## src/rtl/count_event_conditioner.sv

```systemverilog
// rtl/count_event_conditioner.sv - synchronise, debounce and prescale a raw event into CE pulses
// Optional GLITCH_CNT output enabled by COUNT_EVENT_CONDITIONER_GLITCH_CNT_EN.
module count_event_conditioner #(
  parameter int DB_CYCLES = 4,
  parameter int DIV       = 1
) (
  input  logic       C,
  input  logic       CLR,
  input  logic       EN,
  input  logic       D,
  output logic       CE,
  output logic       BUSY,
  output logic       GLITCH
`ifdef COUNT_EVENT_CONDITIONER_GLITCH_CNT_EN
  ,
  output logic [7:0] GLITCH_CNT
`endif
);

  localparam int              PW       = (DIV > 1) ? $clog2(DIV) : 1;
  localparam logic [7:0]      DB_LAST  = 8'(DB_CYCLES - 1);
  localparam logic [PW-1:0]   PRE_LAST = PW'(DIV - 1);
  localparam logic [PW-1:0]   PRE_ONE  = PW'(1);

  typedef enum logic [1:0] {IDLE, QUAL, HOLD, REL} state_t;

  state_t        r_state;
  state_t        w_next_state;
  logic          r_s1;
  logic          r_s2;
  logic          w_ds;
  logic [7:0]    r_db_cnt;
  logic [7:0]    w_db_next;
  logic [PW-1:0] r_pre_cnt;
  logic          w_accept;
  logic          w_glitch;
  logic          w_pre_wrap;

  assign w_ds       = r_s2;
  assign w_pre_wrap = (r_pre_cnt == PRE_LAST);

  always_ff @(posedge C or negedge CLR) begin
    if (!CLR) begin
      r_s1 <= 1'b0;
      r_s2 <= 1'b0;
    end else begin
      r_s1 <= D;
      r_s2 <= r_s1;
    end
  end

  // A low on ds during qualification outranks an EN abort so short pulses are always reported.
  always_comb begin
    w_next_state = r_state;
    w_db_next    = r_db_cnt;
    w_accept     = 1'b0;
    w_glitch     = 1'b0;
    case (r_state)
      IDLE: begin
        if (EN && w_ds) begin
          w_next_state = QUAL;
          w_db_next    = 8'd0;
        end
      end
      QUAL: begin
        if (!w_ds) begin
          w_next_state = IDLE;
          w_glitch     = 1'b1;
        end else if (!EN) begin
          w_next_state = IDLE;
        end else if (r_db_cnt == DB_LAST) begin
          w_next_state = HOLD;
          w_accept     = 1'b1;
        end else begin
          w_db_next = r_db_cnt + 8'd1;
        end
      end
      HOLD: begin
        if (!w_ds) begin
          w_next_state = REL;
          w_db_next    = 8'd0;
        end
      end
      REL: begin
        if (w_ds) begin
          w_next_state = HOLD;
        end else if (r_db_cnt == DB_LAST) begin
          w_next_state = IDLE;
        end else begin
          w_db_next = r_db_cnt + 8'd1;
        end
      end
      default: w_next_state = IDLE;
    endcase
  end

  always_ff @(posedge C or negedge CLR) begin
    if (!CLR) begin
      r_state   <= IDLE;
      r_db_cnt  <= 8'd0;
      r_pre_cnt <= '0;
      CE        <= 1'b0;
      BUSY      <= 1'b0;
      GLITCH    <= 1'b0;
    end else begin
      r_state  <= w_next_state;
      r_db_cnt <= w_db_next;
      BUSY     <= (w_next_state != IDLE);
      GLITCH   <= w_glitch;
      CE       <= w_accept && w_pre_wrap;
      if (w_accept) begin
        r_pre_cnt <= w_pre_wrap ? '0 : r_pre_cnt + PRE_ONE;
      end
    end
  end

`ifdef COUNT_EVENT_CONDITIONER_GLITCH_CNT_EN
  always_ff @(posedge C or negedge CLR) begin
    if (!CLR) begin
      GLITCH_CNT <= 8'd0;
    end else if (w_glitch && (GLITCH_CNT != 8'hFF)) begin
      GLITCH_CNT <= GLITCH_CNT + 8'd1;
    end
  end
`endif

endmodule

```

## config.mk

```make
export PLATFORM = sky130hd
export DESIGN_NAME = count_event_conditioner
export DESIGN_NICKNAME = d
export VERILOG_FILES = /design/src/rtl/count_event_conditioner.sv
export SDC_FILE = /design/constraint.sdc
export NUM_CORES = 1
export LEC_CHECK = 0
export CORE_MARGIN = 3
export CORE_UTILIZATION = 54
export DETAILED_ROUTE_END_ITERATION = 6
export PLACE_DENSITY = 0.75
export SETUP_SLACK_MARGIN = 0.3
export SYNTH_ARGS = -nofsm -noshare
export SYNTH_HDL_FRONTEND = slang
export SYNTH_SLANG_ARGS = --single-unit
export TNS_END_PERCENT = 100
```

## constraint.sdc

```tcl
create_clock -name C -period 2 [get_ports C]
set_input_delay 0.4 -clock C [delete_from_list [all_inputs] [get_ports C]]
set_output_delay 0.4 -clock C [all_outputs]
set_load 0.02 [all_outputs]
```

======== Word level (Yosys, flattened, before mapping) ========
Cells that the tools add are included.
operators by class
  $add $sub $neg .......................... 2
  equal/unequal tests ..................... 9
  muxes and demuxes ....................... 22
  bitwise operators ....................... 1
  reduce and logical (&&, ||, !) cells .... 5
operators by type and width
  kind                                           count
  2-to-1 mux 8 bit                               6
  one-hot mux 8 bit (4 select lines)             1
  2-to-1 mux 2 bit                               7
  != test 2 bit, second input constant           5
  adder 8 x 1 -> 8 bit, second input constant    1
  == test 8 x 2 -> 1 bit, second input constant  1
  one-hot mux 2 bit (4 select lines)             1
  2-to-1 mux 1 bit                               7
  AND reduction 5 bit                            1
  == test 2 bit, second input constant           2
  == test 2 x 1 -> 1 bit, second input constant  1
  logical AND 1 bit                              2
  zero test 2 bit                                1
  nonzero test 2 bit                             1
  adder 1 bit, second input constant             1
  inverter 1 bit                                 1
word-level totals
  register bits after elaboration ......... 16
  input bits .............................. 4
  output and inout bits ................... 3
  word-level logic and storage cells ...... 47

======== Longest topological paths before layout ========
  depth after elaboration ................. 6
  gate-level depth with buffers ........... 4
  depth with buffers taken out ............ 4

======== Worst setup path before layout ========
OpenSTA, ideal clock, no wires.
  kind .................................... flip-flop to flip-flop
  start point ............................. register r_db_cnt[0]
  end point ............................... register r_db_cnt[0]
  setup time .............................. 0.125 ns
  arrival ................................. 1.374 ns
  data required time ...................... 1.875 ns
  path slack .............................. 0.501 ns
  cell stages (with the launch flop) ...... 5
  buffers on the path ..................... 0
  clock period less this slack ............ 1.499 ns
  cells stage by stage .................... dfrtp_1 -> ha_1 -> and4bb_2 -> a22oi_4 -> mux2_4
on the way
  longest elaborated chain between the ends .. 5
  elaborated cells between the ends (all ways) .. 7
  those cells by class .................... add/sub (1); eq/ne (1); mux (5)
RTL lines
  element                                                                RTL line  RTL
  start, declared                                                        32        logic [7:0] r_db_cnt;
  start signal, assigned                                                 107       r_db_cnt <= w_db_next;
  adder 8 x 1 -> 8 bit / == test 8 x 2 -> 1 bit (equally long branches)  n/a
  2-to-1 mux 8 bit (*)                                                   71, 87
  2-to-1 mux 8 bit                                                       69        end else if (!EN) begin
  2-to-1 mux 8 bit                                                       66        if (!w_ds) begin
  one-hot mux 8 bit (4 select lines) (*)                                 58        case (r_state)
Every way passes the cells marked *; elsewhere a longest branch is shown, timed or not. The select of a mux whose other input is x is not followed.
A chain may end at the register's enable or synchronous reset.

======== Final worst setup path ========
  start point ............................. register BUSY
  end point ............................... output port BUSY
RTL lines
  element                 RTL line  RTL
  start, declared         12        output logic BUSY,
  start signal, assigned  108       BUSY <= (w_next_state != IDLE);
No word-level cell between the ends.

==> flow_summary.html <==
<table>
<tr><th>Metric</th><th>Value</th></tr>
<tr><th colspan="2">Die</th></tr>
<tr><td>Number of ports placed on the die boundary</td><td>7</td></tr>
<tr><td>Core outline area</td><td>1330 um2</td></tr>
<tr><td>Width of the chip</td><td>44.2 um</td></tr>
<tr><td>Standard-cell row count</td><td>13</td></tr>
<tr><td>Starting density of the core</td><td>0.590</td></tr>
<tr><td>Die outline area</td><td>1950 um2</td></tr>
<tr><td>Overall die height</td><td>44.2 um</td></tr>
<tr><th colspan="2">Synth</th></tr>
<tr><td>Synthesized flop and latch total</td><td>15</td></tr>
<tr><td>Sequential fraction of the synthesis area</td><td>0.477</td></tr>
<tr><td>Gate count of the mapped netlist</td><td>73</td></tr>
<tr><td>Synthesized net count</td><td>78</td></tr>
<tr><td>Combined area of all synthesized cells</td><td>787 um2</td></tr>
<tr><td>Number of distinct library cells after synthesis</td><td>29</td></tr>
<tr><td>Per-instance average area after synthesis</td><td>10.8 um2</td></tr>
<tr><td>Count of yosys warnings during synthesis</td><td>0</td></tr>
<tr><th colspan="2">Final layout</th></tr>
<tr><td>Register area</td><td>375 um2</td></tr>
<tr><td>Count of fill cells added during filler insertion</td><td>113</td></tr>
<tr><td>Proportion of layout cells with a drive suffix above 1</td><td>0.133</td></tr>
<tr><td>Number of antenna repair diodes</td><td>0</td></tr>
<tr><td>Area delta synth-&gt;final</td><td>14.3%</td></tr>
<tr><td>Final net count</td><td>89</td></tr>
<tr><td>Area occupied by multi-input gates</td><td>384 um2</td></tr>
<tr><td>Final core utilization</td><td>0.674</td></tr>
<tr><th colspan="2">Placed design</th></tr>
<tr><td>Routability-driven placement congestion ratio</td><td>0.824</td></tr>
<tr><td>Port Buffer Count</td><td>6</td></tr>
<tr><td>Post-DP HPWL</td><td>1060 um</td></tr>
<tr><th colspan="2">Drt</th></tr>
<tr><td>Length of the first detailed-routing pass in iterations</td><td>5</td></tr>
<tr><td>Final wirelength</td><td>1540 um</td></tr>
<tr><td>Antenna viol nets, final</td><td>0</td></tr>
<tr><td>Via count</td><td>602</td></tr>
<tr><td>Residual DRC</td><td>0</td></tr>
<tr><td>Per-cell routed wire length</td><td>15.7 um</td></tr>
<tr><td>First DRT Iteration DRCs</td><td>18</td></tr>
<tr><td>Routed via count divided by cell count</td><td>6.14</td></tr>
<tr><th colspan="2">Clocking</th></tr>
<tr><td>H-Tree Depth</td><td>1</td></tr>
<tr><td>Cts-stage hold buffer count</td><td>0</td></tr>
<tr><td>Clock slew seen by the registers of the worst setup and hold paths</td><td>0.10 ns</td></tr>
<tr><td>Clock tree from TritonCTS</td><td>done</td></tr>
<tr><td>Post-CTS setup buffer count</td><td>0</td></tr>
<tr><td>Inserted Clock Buffers</td><td>3</td></tr>
<tr><td>Sink Count</td><td>15</td></tr>
<tr><td>Cells resized by post-CTS repair</td><td>0</td></tr>
<tr><td>Root buffer selected by CTS</td><td>sky130_fd_sc_hd__clkbuf_4</td></tr>
<tr><td>Skew-Pair Late Insertion Delay</td><td>0.29 ns</td></tr>
<tr><td>Max Buffers Root-to-Sink</td><td>2</td></tr>
<tr><th colspan="2">Min path</th></tr>
<tr><td>Worst Hold End</td><td>r_s2</td></tr>
<tr><td>HP Start</td><td>r_s1</td></tr>
<tr><td>Count of cells along the worst hold path</td><td>0</td></tr>
<tr><td>Worst min path class</td><td>register to register</td></tr>
<tr><th colspan="2">Worst setup path</th></tr>
<tr><td>Critical path buffer and inverter count</td><td>1</td></tr>
<tr><td>Critical path class</td><td>register to output pin</td></tr>
<tr><td>Worst EP required</td><td>1.60 ns</td></tr>
<tr><td>Largest stage delay on the critical path</td><td>0.59 ns</td></tr>
<tr><td>Launch point of the worst reg-to-reg path</td><td>r_db_cnt[0]</td></tr>
<tr><td>Worst setup slack for register-to-register paths</td><td>0.39 ns</td></tr>
<tr><td>CP max-delay cell</td><td>sky130_fd_sc_hd__clkdlybuf4s50_1</td></tr>
<tr><td>Critical Path, Cell by Cell</td><td>clkdlybuf4s50_1</td></tr>
<tr><td>Crit start category</td><td>register</td></tr>
<tr><td>Critical path data arrival time</td><td>1.23 ns</td></tr>
<tr><td>Capture instance of the worst register-to-register path</td><td>r_db_cnt[0]</td></tr>
<tr><td>Gate family responsible for the most delay along the worst path</td><td>buffers and inverters</td></tr>
<tr><td>CP max FO</td><td>1</td></tr>
<tr><td>Count of cells along the worst register-to-register path</td><td>4</td></tr>
<tr><td>Critical Path End Type</td><td>output pin</td></tr>
<tr><th colspan="2">STA</th></tr>
<tr><td>Minimum hold slack</td><td>0.353 ns</td></tr>
<tr><td>Final Cycle Share</td><td>0.817</td></tr>
<tr><td>Worst Skew</td><td>0.00894 ns</td></tr>
<tr><td>Sum Neg Setup Slack</td><td>0 ns</td></tr>
<tr><td>Slew Limit Fails</td><td>0</td></tr>
<tr><td>Time the final worst path needs with I/O delays and setup</td><td>1.63 ns</td></tr>
<tr><td>Slew @ Worst Pin</td><td>0.462 ns</td></tr>
<tr><td>Final number of hold-violating endpoints</td><td>0</td></tr>
<tr><td>Number of setup violations in the final report</td><td>0</td></tr>
<tr><td>Maximum clock rate</td><td>612 MHz</td></tr>
<tr><td>Remaining max-slew budget at the tightest pin</td><td>0.690</td></tr>
<tr><td>RSZ-0062 raised after global routing</td><td>no</td></tr>
<tr><th colspan="2">Global routing</th></tr>
<tr><td>First-pass GRT wire length</td><td>2790 um</td></tr>
<tr><td>Antenna violations before repair</td><td>0</td></tr>
<tr><td>Vias in the first global route</td><td>609</td></tr>
<tr><td>Final global-route overflow total</td><td>0</td></tr>
<tr><td>Global router's overall resource usage</td><td>0.201</td></tr>
<tr><td>Pin count of the biggest net entering global routing</td><td>16</td></tr>
<tr><th colspan="2">Power</th></tr>
<tr><td>Static leakage</td><td>0.406 nW</td></tr>
<tr><td>Peak supply drop</td><td>0.655 mV</td></tr>
<tr><td>Overall power consumption</td><td>0.989 mW</td></tr>
<tr><td>Power per cell area</td><td>1100 nW/um2</td></tr>
<tr><th colspan="2">Run status</th></tr>
<tr><td>Run status</td><td>finished, final reports clean</td></tr>
<tr><th colspan="2">Flow run</th></tr>
<tr><td>Max-cap violation count</td><td>0</td></tr>
</table>
per-stage QoR:
step / instances / setup WS (ns) / area, um2
floorplan: 73 / 0.501 / 787
global placement: 94 / 0.145 / 872
detailed placement: 94 / 0.110 / 872
CTS: 98 / 0.341 / 900
global route: 98 / 0.317 / 900
finish: 98 / 0.366 / 900
cell type report:
cell class / count / area share
Clock buffer: 3 / 0.0250
Multi-Input combinational cell: 51 / 0.427
Inverter: 5 / 0.0209
Timing Repair Buffer: 8 / 0.0834
Sequential cell: 15 / 0.417
Clock inverter: 1 / 0.00556
Tap cell: 15 / 0.0209
registers in the layout (all words and copies together), names as in the netlist:
signal / count
r_db_cnt: 8
GLITCH: 1
r_s2: 1
BUSY: 1
CE: 1
r_s1: 1
r_state: 2
cell usage in the layout, fill, tap and decap left out, drive strengths merged, types with 2 or more instances in the layout:
| cell | netlist | layout |
|---|---|---|
| a31oi | 4 | 4 |
| buf | 1 | 2 |
| inv | 5 | 5 |
| a211o | 2 | 2 |
| o211ai | 2 | 2 |
| clkbuf | 1 | 3 |
| nand2 | 4 | 4 |
| nor2b | 2 | 2 |
| a2111o | 2 | 2 |
| dfrtp | 15 | 15 |
| nand2b | 4 | 4 |
| and3b | 2 | 2 |
| o311ai | 2 | 2 |
| nand3 | 11 | 11 |
| clkdlybuf4s50 | 0 | 6 |
| o21ai | 2 | 2 |
where the power goes:
group          total (mW)  leakage (nW)  internal, mW  switching, mW
clock               0.177        0.0177        0.0744          0.103
sequential          0.495         0.199         0.379          0.116
combinational       0.317         0.189         0.155          0.163
cells by family (layout without fill, tap and decap cells):
logic type | after synthesis | in the layout | share of synthesized area
AND/OR/NAND/NOR | 30 | 30 | 0.246
AO/OA/AOI/OAI | 18 | 18 | 0.194
flip-flops | 15 | 15 | 0.477
buffers and inverters | 7 | 17 | 0.0350
multiplexers | 2 | 2 | 0.0318
adder cells (fa/ha/maj) | 1 | 1 | 0.0159
synth_stat cells (all sizes together):
| cell | count | area share |
|---|---|---|
| a21oi | 1 | 0.0064 |
| inv | 5 | 0.024 |
| a211o | 2 | 0.022 |
| and3b | 2 | 0.022 |
| nand4 | 1 | 0.0080 |
| mux2 | 1 | 0.019 |
| buf | 1 | 0.0064 |
| clkbuf | 1 | 0.0048 |
| and4bb | 1 | 0.016 |
| o211a | 1 | 0.013 |
| and3 | 1 | 0.0080 |
| a31oi | 4 | 0.032 |
| nor2 | 1 | 0.0048 |
| mux2i | 1 | 0.013 |
| o21ai | 2 | 0.013 |
| a22oi | 1 | 0.027 |
| nand2 | 4 | 0.019 |
| ha | 1 | 0.016 |
| o211ai | 2 | 0.019 |
| nand3 | 11 | 0.070 |
| a2111oi | 1 | 0.011 |
| nand3b | 1 | 0.014 |
| nor3b | 1 | 0.0095 |
| nor2b | 2 | 0.016 |
| dfrtp | 15 | 0.48 |
| nand2b | 4 | 0.032 |
| a2111o | 2 | 0.029 |
| nor4 | 1 | 0.027 |
| o311ai | 2 | 0.022 |
worst max-delay path by stage:
stage	startpoint	end	cells past startpoint
floorplan	r_db_cnt[0]	r_db_cnt[0]	4
global placement	EN	r_db_cnt[0]	4
detailed placement	EN	r_db_cnt[0]	4
CTS	BUSY	BUSY	1
global route	BUSY	BUSY	1
finish	BUSY	BUSY	1
metal layers:
metal	track usage	wire length, um
met5	0	0
met4	0.114	27
met3	0.0528	65
met2	0.308	745
met1	0.255	701
Note: power is estimated with default switching activity, not from simulation.
